==> src/rtl/add_frac_stage.sv <==
// FP16 add pipeline, fraction add/subtract stage.
// Signed-magnitude add of aligned fractions into a 2-entry result buffer.
module add_frac_stage (
    input  logic        clk,
    input  logic        nRST,
    input  logic        in_valid,
    output logic        in_ready,
    input  logic        sign_shifted,
    input  logic [12:0] frac_shifted,
    input  logic        sign_not_shifted,
    input  logic [12:0] frac_not_shifted,
    input  logic [4:0]  exp_max,
    input  logic        rounding_loss,
    output logic        out_valid,
    input  logic        out_ready,
    output logic        out_sign,
    output logic [13:0] out_frac,
    output logic [4:0]  out_exp,
    output logic        out_sticky,
    output logic        out_zero,
    output logic        out_special
);

    typedef struct packed {
        logic        sign;
        logic [13:0] frac;
        logic [4:0]  exp;
        logic        sticky;
        logic        zero;
        logic        special;
    } res_t;

    localparam logic [4:0] EXP_SPECIAL = 5'h1F;

    res_t        res_d;
    res_t        mem_q [2];
    res_t        head;
    logic [1:0]  count_q, count_d;
    logic        wr_ptr_q, wr_ptr_d;
    logic        rd_ptr_q, rd_ptr_d;
    logic [13:0] n_ext;
    logic [13:0] s_ext;
    logic        same_sign;
    logic        n_ge_s;
    logic        n_eq_s;
    logic        push;
    logic        pop;

    // Signed-magnitude add/subtract of the incoming operand set.
    always_comb begin
        n_ext     = {1'b0, frac_not_shifted};
        s_ext     = {1'b0, frac_shifted};
        same_sign = (sign_shifted == sign_not_shifted);
        n_ge_s    = (n_ext >= s_ext);
        n_eq_s    = (n_ext == s_ext);
        res_d     = '0;
        if (same_sign) begin
            res_d.frac = n_ext + s_ext;
            res_d.sign = sign_not_shifted;
        end else if (n_ge_s) begin
            res_d.frac = n_ext - s_ext;
            res_d.sign = n_eq_s ? 1'b0 : sign_not_shifted;
        end else begin
            res_d.frac = s_ext - n_ext;
            res_d.sign = sign_shifted;
        end
        res_d.exp     = exp_max;
        res_d.sticky  = rounding_loss;
        res_d.zero    = (res_d.frac == 14'd0);
        res_d.special = (exp_max == EXP_SPECIAL);
    end

    assign in_ready  = (count_q != 2'd2);
    assign out_valid = (count_q != 2'd0);
    assign push      = in_valid && in_ready;
    assign pop       = out_valid && out_ready;

    // Occupancy and pointer next-state.
    always_comb begin
        count_d  = count_q;
        wr_ptr_d = wr_ptr_q;
        rd_ptr_d = rd_ptr_q;
        if (push) begin
            wr_ptr_d = ~wr_ptr_q;
        end
        if (pop) begin
            rd_ptr_d = ~rd_ptr_q;
        end
        if (push && !pop) begin
            count_d = count_q + 2'd1;
        end else if (pop && !push) begin
            count_d = count_q - 2'd1;
        end
    end

    // Control state registers.
    always_ff @(posedge clk or negedge nRST) begin
        if (!nRST) begin
            count_q  <= 2'd0;
            wr_ptr_q <= 1'b0;
            rd_ptr_q <= 1'b0;
        end else begin
            count_q  <= count_d;
            wr_ptr_q <= wr_ptr_d;
            rd_ptr_q <= rd_ptr_d;
        end
    end

    // Result storage, written at the accepting edge.
    always_ff @(posedge clk or negedge nRST) begin
        if (!nRST) begin
            mem_q[0] <= '0;
            mem_q[1] <= '0;
        end else if (push) begin
            mem_q[wr_ptr_q] <= res_d;
        end
    end

    assign head        = mem_q[rd_ptr_q];
    assign out_sign    = head.sign;
    assign out_frac    = head.frac;
    assign out_exp     = head.exp;
    assign out_sticky  = head.sticky;
    assign out_zero    = head.zero;
    assign out_special = head.special;

endmodule

==> config.mk <==
export PLATFORM = sky130hd
export DESIGN_NAME = add_frac_stage
export DESIGN_NICKNAME = d
export VERILOG_FILES = /design/src/rtl/add_frac_stage.sv
export SDC_FILE = /design/constraint.sdc
export NUM_CORES = 1
export LEC_CHECK = 0
export ABC_AREA = 1
export CAP_MARGIN = 0
export CORE_MARGIN = 3
export CORE_UTILIZATION = 30
export DETAILED_ROUTE_END_ITERATION = 8
export GPL_TIMING_DRIVEN = 0
export PLACE_DENSITY = 0.61
export SETUP_SLACK_MARGIN = 0.4
export SYNTH_ARGS = -nofsm -noshare
export SYNTH_HDL_FRONTEND = slang
export SYNTH_SLANG_ARGS = --single-unit
==> constraint.sdc <==
create_clock -name clk -period 1.53 [get_ports clk]
set_input_delay 0.306 -clock clk [delete_from_list [all_inputs] [get_ports clk]]
set_output_delay 0.306 -clock clk [all_outputs]
set_load 0.005 [all_outputs]
==> flow_metrics.tcl <==
set metrics [dict create \
    status "finished with violations" \
    violations "negative setup slack" \
    drt-initial-drc-count 363 \
    viasPerCell 4.82 \
    diodes 0 \
    slew_violations 0 \
    worst_slack_ns -0.553 \
    numCtsBuffers 5 \
    cts-hold-fix-buffers 0 \
    start_util_pct 30.7 \
    min_path_type "in -> async" \
    cts_sinks 50 \
    cp.arrival_ns 2.31 \
    seq_area_mm2 0.00125 \
    drtAntennaViolNets 0 \
    area_delta_synth_final_pct 69.6 \
    fin_skew_ns 0.00941 \
    port_buffers 62 \
    grt_overflow_total 0 \
    dpl.hpwl_um 11200 \
    post-route-util_pct 52.0 \
    synth_seq_cells 50 \
    setup.worst_path.start "frac_not_shifted[0]" \
    tns_ns -17.64 \
    synth_ff_type "dfrtp_1" \
    ys.warnings.count 0 \
    routedWlPerCell_um 14.6 \
    clk_pin_slew_ns 0.07 \
    grt.total_usage_pct 18.4 \
    tightest_slew_ns 0.588 \
    avgSynthCellArea_um2 6.24 \
    grt_max_degree 27 \
    via_count 5668 \
    cts_tree "built" \
    synth.distinct_cells 33 \
    routed_wl_um 17200 \
    drcViolationCount 0 \
    die_y_um 134 \
    io_pins 63 \
    wl_met1_um 7460 \
    synth_area_leaders "dfrtp_1 26%, nand2_1 24%, ha_1 11%" \
    place_inst 1063 \
    cap_violations 0 \
    dr_wl_met3_um 706 \
    first_pass_iters 5 \
    min_period_ns 2.08 \
    setup_violations 53 \
    hold_viol_final 0 \
    critPathMaxFanout 5 \
    seq_area_frac_synth_pct 25.6 \
    finalCritPeriodShare_pct 136 \
    async_reset_ff_share_pct 100 \
    synth_area_leader_cell "dfrtp_1" \
    root_buffer "clkbuf_16" \
    dpl_cell_area_mm2 0.00616 \
    r2r_start "count_q[0]" \
    htree_levels 2 \
    drive_gt1_share_pct 46.8 \
    synth_cells 784 \
    netlist.area_leader.share_pct 25.6 \
    multiInputGateArea_mm2 0.00409 \
    power_density_mw_per_mm2 1290 \
    die_x_um 134 \
    p_leak_nw 4.29 \
    relSlewSlack_pct 60.8 \
    max_freq_ghz 0.480 \
    synthesis.area_mm2 0.00489 \
    synth_edf_count 0 \
    cts_max_path_buffers 2 \
    start_kind "primary input" \
    p_total_mw 10.7 \
    endpoint_kind "register" \
    rsz0062_at_grt "yes" \
    syn-num-nets 867 \
    fillers 1538 \
    gp_congestion 0.934 \
    fin_area_mm2 0.00830 \
    stdcell_count 1177 \
    grt_pass1_wl_um 27200 \
    holdWs_ns 0.00515 \
    die-area_mm2 0.0179 \
    grt_pass1_vias 5690 \
    fin_nets 1043 \
    top_layer_used "met4" \
    core_area_mm2 0.0159 \
    rows 46 \
    insertion_delay_ns 0.29 \
    pre_cts_ws_ns -1.64 \
    dr_wl_met2_um 8660 \
    worstSetupPathType "in -> reg" \
    required_ns 1.76 \
    peakVddDrop_v 0.000942 \
    antenna_found_initial 0 \
]
[critical path, stage by stage]
cell     delay [ns]
buf_12         0.11
inv_12         0.04
ha_4           0.13
inv_4          0.04
fa_2           0.40
nand2_4        0.10
buf_6          0.10
a31oi_4        0.07
nor2_4         0.19
buf_6          0.16
nand2_2        0.06
nand3_2        0.09
nand2_2        0.07
nor2_2         0.08
nand2_1        0.07
nor2_2         0.13
nand3_1        0.09
nand2_1        0.06
[layout make-up]
cell class                 instances  share of cell area, %
multi-input combinational        581                   49.2
timing repair buffer             169                   18.3
sequential                        50                   15.1
inverter                         129                   7.07
buffer                            24                   4.64
tap                              216                   3.26
clock buffer                       6                   1.67
clock inverter                     2                  0.724
[worst paths after layout]
| kind | to | slack [ns] | cells after the start |
|---|---|---|---|
| worst min register to register | mem_q[34] | 0.49 | 2 |
| worst max-delay path | mem_q[1] | -0.55 | 18 |
| worst max register to register | count_q[1] | 0.07 | 8 |
| min in group clk | mem_q[8] | 0.47 | 4 |
| worst min-delay path | count_q[0] | 0.005 | 1 |
| max in group asynchronous | mem_q[19] | 0.97 | 2 |
[layout by cell type, fill, tap and decap left out, types with 6 or more instances in the layout]
cell | Yosys | layout
a21oi_1 | 19 | 12
buf_2 | 3 | 29
buf_4 | 5 | 70
buf_6 | 2 | 49
buf_8 | 0 | 17
clkbuf_16 | 0 | 12
clkdlybuf4s50_1 | 0 | 10
dfrtp_1 | 50 | 50
ha_1 | 42 | 27
ha_4 | 0 | 15
inv_1 | 123 | 88
inv_2 | 4 | 20
inv_4 | 0 | 8
nand2_1 | 316 | 210
nand2_2 | 5 | 79
nand2_4 | 4 | 30
nand2_8 | 0 | 6
nand3_1 | 55 | 36
nand3_2 | 2 | 18
nand4_1 | 13 | 13
nor2_1 | 28 | 13
nor2_2 | 3 | 10
nor2_4 | 4 | 12
o21ai_1 | 0 | 27
o21ai_2 | 0 | 25
xor2_1 | 12 | 12
[synth_stat cells (3+ instances only)]
| library cell | number |
|---|---|
| xor2_1 | 12 |
| ha_1 | 42 |
| nor2_1 | 28 |
| nor2_4 | 4 |
| nand2_4 | 4 |
| nand2_2 | 5 |
| o21bai_1 | 5 |
| inv_2 | 4 |
| nor2_2 | 3 |
| buf_2 | 3 |
| fa_1 | 3 |
| nand4_1 | 13 |
| dfrtp_1 | 50 |
| inv_1 | 123 |
| nand2_1 | 316 |
| buf_4 | 5 |
| xnor2_1 | 3 |
| o21ai_0 | 55 |
| a21oi_1 | 19 |
| nand3_1 | 55 |
| clkbuf_1 | 14 |
[cells by family (layout without fill, tap and decap cells)]
group | count (synthesis) | count (layout) | share of synthesized area, %
AND/OR/NAND/NOR | 436 | 436 | 37.9
buffers and inverters | 153 | 330 | 12.6
AO/OA/AOI/OAI | 85 | 85 | 9.26
flip-flops | 50 | 50 | 25.6
adder cells (fa/ha/maj) | 45 | 45 | 12.0
XOR/XNOR | 15 | 15 | 2.69
[power breakdown]
group | switching (mW) | total [mW] | internal (mW) | leakage, nW
logic | 3.53 | 6.92 | 3.40 | 3.57
registers | 0.419 | 2.33 | 1.91 | 0.627
clock network | 0.493 | 1.48 | 0.982 | 0.0971
[metal layers]
metal  global-route usage (%)  up-vias
met5                        0        -
met4                     6.06        0
met3                     1.89       35
met2                     33.8      178
met1                     22.5     2679
li1                         -     2776
[timing repair]
| item | 4_1_cts | 5_1_grt |
|---|---|---|
| setup buffers | 74 | 23 |
| setup endpoints to repair | 74 | 74 |
| pin swaps | 66 | 45 |
| gates resized for setup | 443 | 152 |
| gates cloned | 9 | 0 |
[flip-flops by register name, indices dropped and copies added, names as in the netlist]
signal / flops
mem_q: 46
count_q: 2
rd_ptr_q: 1
wr_ptr_q: 1
Note: power is estimated with default switching activity, not from simulation.
